<file path="src/rtl/alu_issue_ctrl.sv">
// Issue/hazard controller in front of the ALU: load scoreboard, operand forwarding, branch stall/flush.
// Optional sticky scoreboard-consistency error output enabled by defining SCOREBOARD_CHECK_EN.
module alu_issue_ctrl #(
    parameter int unsigned cRegAddrWidth = 5,
    parameter int unsigned cMaxLoads     = 2
) (
    input  logic                     iClk,
    input  logic                     iRst,
    input  logic                     iDecValid,
    input  logic [cRegAddrWidth-1:0] iRs1Addr,
    input  logic [cRegAddrWidth-1:0] iRs2Addr,
    input  logic                     iRs1Used,
    input  logic                     iRs2Used,
    input  logic [cRegAddrWidth-1:0] iRdAddr,
    input  logic                     iRdWrite,
    input  logic                     iIsLoad,
    input  logic                     iIsBranch,
    input  logic                     iLoadDone,
    input  logic [cRegAddrWidth-1:0] iLoadDoneAddr,
    input  logic                     iBrResolved,
    input  logic                     iBrTaken,
    output logic                     oIssue,
    output logic                     oStall,
    output logic                     oFlush,
    output logic [1:0]               oFwdSel1,
    output logic [1:0]               oFwdSel2,
`ifdef SCOREBOARD_CHECK_EN
    output logic                     oScbErr,
`endif
    output logic [2:0]               oLoadCnt
);

    localparam int unsigned cNumRegs = 1 << cRegAddrWidth;
    localparam int unsigned cCntW    = 3;

    typedef enum logic [1:0] {
        ST_RUN    = 2'd0,
        ST_BRWAIT = 2'd1,
        ST_FLUSH  = 2'd2
    } state_t;

    state_t                   state_q;
    logic [cNumRegs-1:0]      pending_q, pending_d;
    logic [cCntW-1:0]         cnt_q, cnt_d;
    logic [cRegAddrWidth-1:0] last_rd_q, last_rd_d;
    logic                     last_wr_q, last_wr_d;
    logic                     last_ld_q, last_ld_d;

    logic       run_c;
    logic [2:0] src1_c, src2_c;
    logic       struct_haz_c;
    logic       issue_c;
    logic       ld_inc_c, ld_dec_c;

    // Returns {hazard, fwd_sel} for one source operand.
    function automatic logic [2:0] src_eval(
        input logic                     used,
        input logic [cRegAddrWidth-1:0] addr,
        input logic [cNumRegs-1:0]      pending,
        input logic                     ld_done,
        input logic [cRegAddrWidth-1:0] ld_done_addr,
        input logic                     last_wr,
        input logic                     last_ld,
        input logic [cRegAddrWidth-1:0] last_rd
    );
        logic       active;
        logic [2:0] res;
        res    = 3'b000;
        active = used && (addr != '0);
        if (active && pending[addr]) begin
            if (ld_done && (ld_done_addr == addr)) begin
                res = 3'b010;
            end else begin
                res = 3'b100;
            end
        end else if (active && last_wr && !last_ld && (last_rd == addr)) begin
            res = 3'b001;
        end
        return res;
    endfunction

    assign run_c  = (state_q == ST_RUN) && !iRst;
    assign src1_c = src_eval(iRs1Used, iRs1Addr, pending_q, iLoadDone, iLoadDoneAddr,
                             last_wr_q, last_ld_q, last_rd_q);
    assign src2_c = src_eval(iRs2Used, iRs2Addr, pending_q, iLoadDone, iLoadDoneAddr,
                             last_wr_q, last_ld_q, last_rd_q);

    // Load slot exhaustion (a same-cycle completion frees a slot) and WAW on a pending rd.
    assign struct_haz_c = iIsLoad &&
                          (((cnt_q == cCntW'(cMaxLoads)) && !iLoadDone) || pending_q[iRdAddr]);

    assign issue_c = iDecValid && run_c && !src1_c[2] && !src2_c[2] && !struct_haz_c;

    assign oIssue   = issue_c;
    assign oStall   = !iRst && ((iDecValid && !issue_c) || (state_q != ST_RUN));
    assign oFlush   = !iRst && (state_q == ST_FLUSH);
    assign oFwdSel1 = run_c ? src1_c[1:0] : 2'd0;
    assign oFwdSel2 = run_c ? src2_c[1:0] : 2'd0;
    assign oLoadCnt = cnt_q;

    assign ld_inc_c = issue_c && iIsLoad;
    assign ld_dec_c = iLoadDone && (cnt_q != '0);

    // Scoreboard, load count and last-issue next state.
    always_comb begin
        pending_d = pending_q;
        cnt_d     = cnt_q;
        last_rd_d = '0;
        last_wr_d = 1'b0;
        last_ld_d = 1'b0;

        if (iLoadDone) begin
            pending_d[iLoadDoneAddr] = 1'b0;
        end
        if (ld_inc_c && (iRdAddr != '0)) begin
            pending_d[iRdAddr] = 1'b1;
        end
        pending_d[0] = 1'b0;

        if (ld_inc_c && !ld_dec_c) begin
            cnt_d = cnt_q + cCntW'(1);
        end else if (!ld_inc_c && ld_dec_c) begin
            cnt_d = cnt_q - cCntW'(1);
        end

        if (issue_c) begin
            last_rd_d = iRdAddr;
            last_wr_d = iRdWrite;
            last_ld_d = iIsLoad;
        end
    end

    always_ff @(posedge iClk) begin
        if (iRst) begin
            state_q   <= ST_RUN;
            pending_q <= '0;
            cnt_q     <= '0;
            last_rd_q <= '0;
            last_wr_q <= 1'b0;
            last_ld_q <= 1'b0;
        end else begin
            pending_q <= pending_d;
            cnt_q     <= cnt_d;
            last_rd_q <= last_rd_d;
            last_wr_q <= last_wr_d;
            last_ld_q <= last_ld_d;
            case (state_q)
                ST_RUN: begin
                    if (issue_c && iIsBranch) begin
                        state_q <= ST_BRWAIT;
                    end
                end
                ST_BRWAIT: begin
                    if (iBrResolved) begin
                        state_q <= iBrTaken ? ST_FLUSH : ST_RUN;
                    end
                end
                ST_FLUSH: state_q <= ST_RUN;
                default:  state_q <= ST_RUN;
            endcase
        end
    end

`ifdef SCOREBOARD_CHECK_EN
    logic scb_err_q;
    logic scb_evt_c;

    assign scb_evt_c = (iLoadDone && (((iLoadDoneAddr != '0) && !pending_q[iLoadDoneAddr]) ||
                                      (cnt_q == '0))) ||
                       (iBrResolved && (state_q != ST_BRWAIT));

    // Sticky until reset.
    always_ff @(posedge iClk) begin
        if (iRst) begin
            scb_err_q <= 1'b0;
        end else if (scb_evt_c) begin
            scb_err_q <= 1'b1;
        end
    end

    assign oScbErr = scb_err_q;
`endif

endmodule

</file>
<file path="config.mk">
export PLATFORM = sky130hd
export DESIGN_NAME = alu_issue_ctrl
export DESIGN_NICKNAME = d
export VERILOG_FILES = /design/src/rtl/alu_issue_ctrl.sv
export SDC_FILE = /design/constraint.sdc
export NUM_CORES = 1
export LEC_CHECK = 0
export CORE_ASPECT_RATIO = 0.5
export CORE_MARGIN = 2
export CORE_UTILIZATION = 45
export DETAILED_ROUTE_END_ITERATION = 7
export PLACE_DENSITY = 0.67
export SYNTH_ARGS = -nofsm -noshare
export SYNTH_HDL_FRONTEND = slang
export SYNTH_SLANG_ARGS = --single-unit
</file>
<file path="constraint.sdc">
create_clock -name iClk -period 8.4 [get_ports iClk]
set_input_delay 0.84 -clock iClk [delete_from_list [all_inputs] [get_ports iClk]]
set_output_delay 0.84 -clock iClk [all_outputs]
set_load 0.1 [all_outputs]
</file>
==> reports/metrics.csv <==
stage;metric;value;unit
status;status;finished, final reports clean;
yosys;Post-synth top flop;dfxtp_1;
grt;first-pass GRT wire length;15300;um
yosys;Mapped Nets;383;
clock_network;clock slew seen by the registers of the worst setup and hold paths;60;ps
yosys;FF+latch count, synth;43;
timing;RSZ-0062 raised after global routing;no;
critical_path;Crit Path Class;in2out;
clock_network;CTS Buffer Depth;2;
detailed_routing;DRT Wirelength;9570;um
clock_network;clock root cell;clkbuf_16;
clock_network;Clock Sinks;43;
clock_network;post-CTS sizing;0;
grt;GR Overflow Total;0;
yosys;top cells by area, synth;dfxtp_1 27%, mux4_2 11%, o31ai_1 6.7%, nand3b_1 5.5%, xor2_1 4.5%;
detailed_routing;ANT nets after route;0;
die;number of core rows;21;
clock_network;Post-CTS Setup Bufs;0;
yosys;post-synth top area share;27.5;%
yosys;cell with the most instances after synthesis;dfxtp_1;
yosys;Yosys top cell by area;dfxtp_1;
die;Die Height;63.0;um
power_and_ir_drop;Peak VDD IR;0.207;mV
grt;antenna violations before repair;0;
cells_and_area;Finished Layout Cells;461;
clock_network;Clock Latency Late Sink;290;ps
cells_and_area;area delta synth->final;17.7;%
timing;Setup TNS Final;0;ps
clock_network;H-tree depth;2;
detailed_routing;Initial DRT Pass Iterations;6;
grt;vias in the first global route;2902;
placement;Inst Count DP;453;
die;Initial Util;46.8;%
die;DIE AREA;7690;um2
die;io pins;41;
timing;Fmax achieved;172;MHz
placement;port buffer count;40;
clock_network;hold_buf cts;0;
clock_network;CTS tree;done;
detailed_routing;Detailed Route Iter0 Violations;322;
cells_and_area;Post-Layout Inst Area;3690;um2
yosys;yosys warns;0;
detailed_routing;detailed-route DRC error count;0;
die;die extent in x;122;um
critical_path;crit path capture type;primary output;
power_and_ir_drop;Power per Cell Area;173;nW/um2
min_path;min-delay worst type;reg2reg;
critical_path;CP Launch Type;input pin;
run;Max-Cap Viols;0;
placement;post-DP HPWL;6950;um
timing;Final setup viols;0;
yosys;register area share after synthesis;27.5;%
critical_path;WP data required;7560;ps
timing;Final Max Slew Viols;0;
yosys;Post-synth ARST share;0;%
grt;Total GRT Usage;25.9;%
timing;Slew HR;35.3;%
yosys;Post-Syn Area;3130;um2
timing;Hold Vio Cnt, Final;0;
cells_and_area;Nets;401;
power_and_ir_drop;Pleak;1.27;nW
die;core area;6700;um2
cells_and_area;ANT cells;0;
detailed_routing;WL/cell;20.8;um
yosys;post-synthesis cell type count;50;
placement;placer congestion estimate;0.946;
yosys;Avg Inst Size Synth;8.96;um2
placement;placed inst area;3510;um2
timing;Clock Skew;6.21;ps
detailed_routing;drt via density;6.37;
detailed_routing;via count;2938;
timing;final worst-path cycle share;69.4;%
cells_and_area;share of cells above drive strength 1;10.3;%
timing;Worst-Margin Slew;967;ps
yosys;Synth top cells by count;43 x dfxtp_1, 28 x o31ai_1, 25 x nand2_1;
clock_network;TritonCTS Buffers;5;
yosys;Post-synth EDFFs;0;
critical_path;crit-path max FO;36;
grt;pin count of the biggest net entering global routing;44;
critical_path;Critical Path AT;4990;ps
timing;final worst path period need;5830;ps
yosys;Mapped Cells;350;
==> cells by family (layout without fill, tap and decap cells) <==
family / after synthesis / in the layout / share of synthesized area (%)
fa+ha+maj: 2 / 2 / 1.04
xor+xnor: 22 / 22 / 6.15
buf+inv: 37 / 56 / 5.63
compound gates: 73 / 73 / 16.0
mux: 34 / 34 / 17.6
simple gates: 139 / 139 / 26.1
flops: 43 / 43 / 27.5
==> flip-flops by register name, indices dropped and copies added, names as in the netlist <==
register	cells
last_ld_q	1
last_rd_q	5
last_wr_q	1
oLoadCnt	3
pending_q	31
state_q	2
==> placed cells by master (no fill, tap or decap), types with 4 or more instances in the layout <==
cell type | synthesis | final
mux2i_1 | 13 | 13
dfxtp_1 | 43 | 43
clkbuf_16 | 0 | 5
nand3b_1 | 23 | 23
xnor2_1 | 6 | 6
o21ai_0 | 22 | 22
nor2_1 | 14 | 14
nand3_1 | 4 | 4
nor3b_1 | 8 | 8
and2_1 | 5 | 5
mux4_2 | 15 | 15
xor2_1 | 16 | 16
clkdlybuf4s50_1 | 0 | 40
nand2b_1 | 6 | 6
nand2_1 | 25 | 25
inv_1 | 6 | 6
o22ai_1 | 6 | 6
nor2b_1 | 21 | 21
nor3_1 | 9 | 9
mux2_2 | 5 | 5
nand4_1 | 4 | 4
o31ai_1 | 28 | 28
==> cell type report <==
cell class              count  area, um2
well taps                  92        115
clock buffers               6        139
fillers                   603       3010
inverters                   6       22.5
multi-input cells         270       2100
flip-flops and latches     43        861
clock inverters             2       38.8
repair buffers             42        415
==> critical path, stage by stage <==
cell	delay, ps
clkdlybuf4s50_1	890
mux4_1	640
mux2_2	290
o22ai_1	180
nor4_1	110
a2111o_1	420
buf_4	250
inv_1	200
clkdlybuf4s50_1	1160
==> routing by layer <==
layer | up-vias | global-route usage (%) | part of all wire [%]
met5 | - | 0 | 0
met4 | 0 | 8.19 | 1.4
met3 | 15 | 5.29 | 11
met2 | 201 | 38.5 | 43
met1 | 1387 | 37.4 | 44
li1 | 1335 | - | -
==> final timing paths <==
kind                               startpoint           to  slack [ps]  cells past startpoint
worst max-delay path              iRs1Addr[1]       oIssue        2570                      9
worst min-delay path              oLoadCnt[2]  oLoadCnt[2]         530                      2
worst max register to register  pending_q[11]  oLoadCnt[2]        4800                     13
worst min register to register    oLoadCnt[2]  oLoadCnt[2]         530                      2
==> through the flow <==
stage | hold slack [ps] | setup slack, ps | power, W | util, %
after floorplan | 472 | 3070 | 0.000358 | -
after global placement | 499 | 2640 | 0.000401 | 52.4
after detailed placement | 517 | 2620 | 0.000404 | 52.4
after CTS | 532 | 2590 | 0.000640 | 55.1
after global routing | 572 | 2430 | 0.000661 | 55.1
final | 530 | 2570 | 0.000639 | 55.1
==> power by group <==
group | internal [W] | leakage (nW) | switching [W]
clock | 0.000150 | 0.0875 | 0.0000877
combinational | 0.0000608 | 0.837 | 0.000116
sequential | 0.000213 | 0.348 | 0.0000116
total | 0.000423 | 1.27 | 0.000216
(Power assumes the default switching activity.)
